### config.mk
export PLATFORM = sky130hd
export DESIGN_NAME = modport_arbiter_flat
export DESIGN_NICKNAME = d
export VERILOG_FILES = /design/src/rtl/arb_pkg.sv /design/src/rtl/modport_arbiter_if.sv /design/src/rtl/arb_hold_cnt.sv /design/src/rtl/modport_arbiter.sv /design/src/flat_wrapper.sv
export SDC_FILE = /design/constraint.sdc
export NUM_CORES = 1
export LEC_CHECK = 0
export ABC_AREA = 0
export ABC_CLOCK_PERIOD_IN_PS = 2930
export CAP_MARGIN = 20
export CORE_MARGIN = 1
export CORE_UTILIZATION = 59
export DETAILED_ROUTE_END_ITERATION = 8
export PLACE_DENSITY = 0.84
export SLEW_MARGIN = 15
export SYNTH_ARGS = -nofsm -noshare
export SYNTH_HDL_FRONTEND = slang
export SYNTH_SLANG_ARGS = --single-unit
### constraint.sdc
create_clock -name clk -period 2.93 [get_ports clk]
set_input_delay 0.586 -clock clk [delete_from_list [all_inputs] [get_ports clk]]
set_output_delay 0.586 -clock clk [all_outputs]
set_load 0.02 [all_outputs]
### src/rtl/arb_pkg.sv
// rtl/arb_pkg.sv - shared types and defaults for the two-requester arbiter
package arb_pkg;
  localparam int N_REQ = 2;
  typedef logic [N_REQ-1:0] req_vec_t;
  localparam int unsigned DEFAULT_MAX_HOLD = 4;

  function automatic req_vec_t onehot(input logic idx);
    req_vec_t v;
    v = '0;
    v[idx] = 1'b1;
    return v;
  endfunction
endpackage

### src/rtl/modport_arbiter_if.sv
// rtl/modport_arbiter_if.sv - request/grant bundle between requesters and the arbiter
interface modport_arbiter_if;
  import arb_pkg::*;

  req_vec_t request;
  req_vec_t grant;

  modport master (output request, input grant);
  modport slave  (input request, output grant);
endinterface

### src/rtl/arb_hold_cnt.sv
// rtl/arb_hold_cnt.sv - saturating tenure counter with limit-reached flag
module arb_hold_cnt #(
  parameter int unsigned MAX_HOLD = 4,
  parameter int unsigned CNT_W    = 8
) (
  input  logic clk,
  input  logic reset,
  input  logic clr,
  input  logic load1,
  input  logic inc,
  output logic at_limit
);
  logic [CNT_W-1:0] cnt;

  always_ff @(posedge clk) begin
    if (!reset || clr) begin
      cnt <= '0;
    end else if (load1) begin
      cnt <= {{(CNT_W-1){1'b0}}, 1'b1};
    end else if (inc && (cnt != '1)) begin
      cnt <= cnt + 1'b1;
    end
  end

  // A zero limit means tenure is unbounded, so the flag never fires.
  generate
    if (MAX_HOLD == 0) begin : g_unlimited
      assign at_limit = 1'b0;
    end else begin : g_limited
      assign at_limit = (cnt >= CNT_W'(MAX_HOLD));
    end
  endgenerate
endmodule

### src/rtl/modport_arbiter.sv
// rtl/modport_arbiter.sv - round-robin arbiter with grant hold and bounded tenure
module modport_arbiter
  import arb_pkg::*;
#(
  parameter int unsigned MAX_HOLD = DEFAULT_MAX_HOLD,
  parameter int unsigned CNT_W    = 8
) (
  input  logic                clk,
  input  logic                reset,
  modport_arbiter_if.slave    arb
);
  req_vec_t grant_q, grant_n;
  logic     last_q, last_n;
  logic     clr, load1, inc, at_limit, win;
  req_vec_t req;

  arb_hold_cnt #(.MAX_HOLD(MAX_HOLD), .CNT_W(CNT_W)) u_hold (
    .clk      (clk),
    .reset    (reset),
    .clr      (clr),
    .load1    (load1),
    .inc      (inc),
    .at_limit (at_limit)
  );

  always_ff @(posedge clk) begin
    if (!reset) begin
      grant_q <= '0;
      last_q  <= 1'b1;
    end else begin
      grant_q <= grant_n;
      last_q  <= last_n;
    end
  end

  always_comb begin
    grant_n = grant_q;
    last_n  = last_q;
    clr     = 1'b0;
    load1   = 1'b0;
    inc     = 1'b0;
    win     = 1'b0;
    req     = arb.request;
    if (req == '0) begin
      grant_n = '0;
      clr     = 1'b1;
    end else if ((|(grant_q & req)) && (((req & ~grant_q) == '0) || !at_limit)) begin
      inc = 1'b1;
    end else begin
      // Under contention the side that did not win last time takes it.
      win     = (req == 2'b11) ? ~last_q : req[1];
      grant_n = onehot(win);
      last_n  = win;
      load1   = 1'b1;
    end
  end

  assign arb.grant = grant_q;
endmodule

### src/flat_wrapper.sv
// flat-port wrapper written by rule: the top's interface ports become plain ports
module modport_arbiter_flat import arb_pkg::*;
#(
  parameter int unsigned MAX_HOLD = DEFAULT_MAX_HOLD,
  parameter int unsigned CNT_W    = 8
)
  (clk, reset, arb_request, arb_grant);
  modport_arbiter_if arb_i ();
  input  logic clk;
  input  logic reset;
  input wire logic [$bits(arb_i.request)-1:0] arb_request;
  output wire logic [$bits(arb_i.grant)-1:0] arb_grant;
  assign arb_i.request = arb_request;
  assign arb_grant = arb_i.grant;
  modport_arbiter #(.MAX_HOLD(MAX_HOLD), .CNT_W(CNT_W)) u_core (.clk(clk), .reset(reset), .arb(arb_i));
endmodule
==> metrics.md <==
| Metric | Value |
|---|---|
| Gr ovfl total | 0 |
| Crit. path cell count | 4 |
| Critical path data required time | 3.07 ns |
| Number of placement rows | 12 |
| Worst Hold Depth | 2 |
| Worst Path Arrival | 2.31 ns |
| Leakage power | 0.305 nW |
| Crit Reg-Reg Endpoint | u_core.u_hold.cnt[5] |
| Vias per cell | 6.65 |
| Top cells by area, synth | sky130_fd_sc_hd__dfxtp_1 28%, sky130_fd_sc_hd__o21ai_0 4.4%, sky130_fd_sc_hd__nor2_1 4.3%, sky130_fd_sc_hd__a21oi_1 3.8%, sky130_fd_sc_hd__o41ai_4 3.5% |
| Netlist cell types | 40 |
| Total GRT Usage | 28.4% |
| Die span in y | 38.6 µm |
| Unrepaired setup endpoints after global routing | false |
| Async S/R FF share, synth | 0% |
| Final count of hold timing violations | 0 |
| Largest driver fanout on the critical path | 15 |
| Post-CTS Resized | 0 |
| Inserted Diodes | 0 |
| Chain of cells forming the critical path | clkdlybuf4s50_1, o21ai_0, o41ai_4, nor3_2 |
| DRC Markers | 0 |
| Clock Path Buffers | 2 |
| Largest area contributor in the synthesized netlist | sky130_fd_sc_hd__dfxtp_1 |
| Total setup violations reported at the end of the flow | 0 |
| Total wire length after detailed routing | 1.68 mm |
| Critical path origin | arb_request[0] |
| Final weighted congestion in routability-driven placement | 0.785 |
| R2r setup slk | 1.25 ns |
| Post-synthesis area per instance | 8.48 µm² |
| Half-perimeter wire length after placement | 1.16 mm |
| Sequential fraction of the synthesis area | 27.9% |
| Routed length per placed instance | 15.0 µm |
| Library cell with the highest instance count after synthesis | sky130_fd_sc_hd__dfxtp_1 |
| Critical path destination | u_core.u_hold.cnt[6] |
| Number of global-route vias before repair | 628 |
| IO Count | 6 |
| Count of nets left with antenna violations after detail routing | 0 |
| Launch point of the worst reg-to-reg path | u_core.u_hold.cnt[0] |
| Maximum clock rate | 0.461 GHz |
| Worst min path class | flip-flop to flip-flop |
| Number of synthesized register bits | 11 |
| Maximum number of pins on one net before global-route repair | 16 |
| Element type at the critical path end | flip-flop |
| Area fraction of the dominant cell type after synthesis | 27.9% |
| Final setup TNS | 0 ns |
| Pwr per Cell Area | 383 nW/µm² |
| Top Family by Delay on Critical Path | compound AO/OA/AOI/OAI gates |
| Post-Place Setup Slack | 0.542 ns |
| Worst hold slack after final layout | 0.544 ns |
| Post-synthesis cell count | 93 |
| TritonCTS clock tree | built |
| Initial detailed-routing violation count | 36 |
| Clock Tree Root | sky130_fd_sc_hd__clkbuf_4 |
| Final critical delay including setup and external delays | 2.17 ns |
| Layout area overhead | 9.84% |
| Final worst clock skew | 0.00140 ns |
| Slowest cell on crit path | sky130_fd_sc_hd__clkdlybuf4s50_1 |
| Level count of the clock H-tree | 1 |
| Slew at the pin closest to its max-slew limit | 0.552 ns |
| Effective utilization at floorplan | 67.3% |
| Largest voltage drop on the vdd net | 293 µV |
| Chip Width | 38.6 µm |
| Setup ws final | 0.759 ns |
| First-pass GRT wire length | 2.86 mm |
| Die area | 1490 µm² |
| Number of cells on the worst reg-to-reg path | 5 |
| Worst path buffer plus inverter count | 1 |
| Post-CTS Hold Fix Bufs | 0 |
| Port bufs | 5 |
| Share of cells above drive strength 1 | 11.2% |
| CP peak stage delay | 0.79 ns |
| Number of antenna violations at the first check in global routing | 0 |
| Number of buffers added for setup after CTS | 0 |
| Number of nets in the finished design | 105 |
| Syn. warnings | 0 |
| Count of pins over their slew limit | 0 |
| Dominant synthesized flop cell | sky130_fd_sc_hd__dfxtp_1 |
| Synthesized net count | 99 |
| Number of sinks driven by the clock tree | 11 |
| Max-cap viol count | 0 |
| Post-CTS clock slew at the launch and capture registers of the worst setup and hold paths | 0.07 ns |
| Type of the worst setup path | primary input to flip-flop |
| Pre-Repair DR Iteration Count | 4 |
| Worst-case headroom to the max-slew limit | 63.1% |
| Clock latency on the worst-skew pair | 0.26 ns |
| Core outline area | 1170 µm² |
| Cell area after synthesis | 788 µm² |
| Number of synthesized flops with an enable pin | 0 |
| Number of buffers added by the clock tree synthesis step | 3 |
| Final period util | 74.1% |
| Top cell types by occurrence after synthesis | 11 x sky130_fd_sc_hd__dfxtp_1, 9 x sky130_fd_sc_hd__nor2_1, 7 x sky130_fd_sc_hd__o21ai_0, 6 x sky130_fd_sc_hd__a21oi_1, 5 x sky130_fd_sc_hd__nand3_1 |
| Worst setup SP type | primary input |
| Outcome | finished clean |
| Count of vias placed by the detailed router | 745 |
## area by class of cell
type | instances | area [µm²]
clock buffer | 4 | 26.3
fill | 104 | 305
inverter | 4 | 15.0
multi-input combinational | 74 | 537
sequential | 11 | 220
tap | 14 | 17.5
timing repair buffer | 5 | 50.0
## through the flow
| stage | cell area [µm²] | power, W | instances | utilization, % |
|---|---|---|---|---|
| 2_1_floorplan | 788 | 0.000210 | 93 | - |
| 3_3_place_gp | 840 | 0.000227 | 108 | 71.7 |
| 3_5_place_dp | 840 | 0.000228 | 108 | 71.7 |
| 4_1_cts | 866 | 0.000333 | 112 | 73.9 |
| 5_1_grt | 866 | 0.000345 | 112 | 73.9 |
| 6_report | 866 | 0.000332 | 112 | 73.9 |
## placed cells by master (no fill, tap or decap), types with 2 or more instances in the layout
cell type	netlist	layout
sky130_fd_sc_hd__nand2_1	4	4
sky130_fd_sc_hd__nand3_1	5	5
sky130_fd_sc_hd__o2111a_1	2	2
sky130_fd_sc_hd__and3_1	3	3
sky130_fd_sc_hd__ha_1	2	2
sky130_fd_sc_hd__nor3_1	2	2
sky130_fd_sc_hd__clkbuf_4	0	3
sky130_fd_sc_hd__and4_4	2	2
sky130_fd_sc_hd__dfxtp_1	11	11
sky130_fd_sc_hd__xor2_1	3	3
sky130_fd_sc_hd__o211ai_1	2	2
sky130_fd_sc_hd__a21oi_1	6	6
sky130_fd_sc_hd__nor2_1	9	9
sky130_fd_sc_hd__clkdlybuf4s50_1	0	5
sky130_fd_sc_hd__nand2b_1	3	3
sky130_fd_sc_hd__inv_1	4	4
sky130_fd_sc_hd__o21ai_0	7	7
sky130_fd_sc_hd__nor4_1	2	2
## logic make-up (layout without fill, tap and decap cells)
| logic type | count (synthesis) | count (layout) | synth area share (%) |
|---|---|---|---|
| xor gates and xnor gates | 4 | 4 | 4.45 |
| adders and majority gates | 2 | 2 | 3.17 |
| buffers and inverters | 8 | 13 | 3.97 |
| and+or+nand+nor | 36 | 36 | 28.3 |
| AOI/OAI and AO/OA | 31 | 31 | 31.0 |
| DFF | 11 | 11 | 27.9 |
| muxes | 1 | 1 | 1.27 |
## metal layers
metal,up-vias,track usage [%],part of all wire (%)
met4,0,13.8,1.2
met1,346,41.7,50
met2,27,38.8,43
li1,370,-,-
met5,-,0,0
met3,2,5.23,5.1
## worst min-delay path by stage
stage                    startpoint                    to  slack [ns]
4_1_cts        u_core.u_hold.cnt[5]  u_core.u_hold.cnt[5]        0.55
3_3_place_gp   u_core.u_hold.cnt[5]  u_core.u_hold.cnt[5]        0.53
6_report       u_core.u_hold.cnt[5]  u_core.u_hold.cnt[5]        0.54
5_1_grt        u_core.u_hold.cnt[5]  u_core.u_hold.cnt[5]        0.58
2_1_floorplan  u_core.u_hold.cnt[5]  u_core.u_hold.cnt[5]        0.51
3_5_place_dp   u_core.u_hold.cnt[5]  u_core.u_hold.cnt[5]        0.54
## worst register-to-register path, delay by kind of cell, from the launching register on
kind | cells | cell delay (ns)
DFF | 1 | 0.36
adders and majority gates | 1 | 0.29
and+or+nand+nor | 2 | 0.68
AOI/OAI and AO/OA | 2 | 0.28
## flip-flops by register name, summed over array words and instances, names as in the netlist
| signal | cells |
|---|---|
| u_core.u_hold.cnt | 8 |
| u_core.arb.grant | 2 |
| u_core.last_q | 1 |
## power breakdown
part           internal (W)  switching [W]  leakage (nW)   total, W
combinational     0.0000283      0.0000317         0.201  0.0000599
sequential         0.000155      0.0000115        0.0897   0.000166
clock             0.0000526      0.0000529        0.0150   0.000106
total              0.000236      0.0000961         0.305   0.000332
No activity file was read; power rests on OpenSTA's default activity.
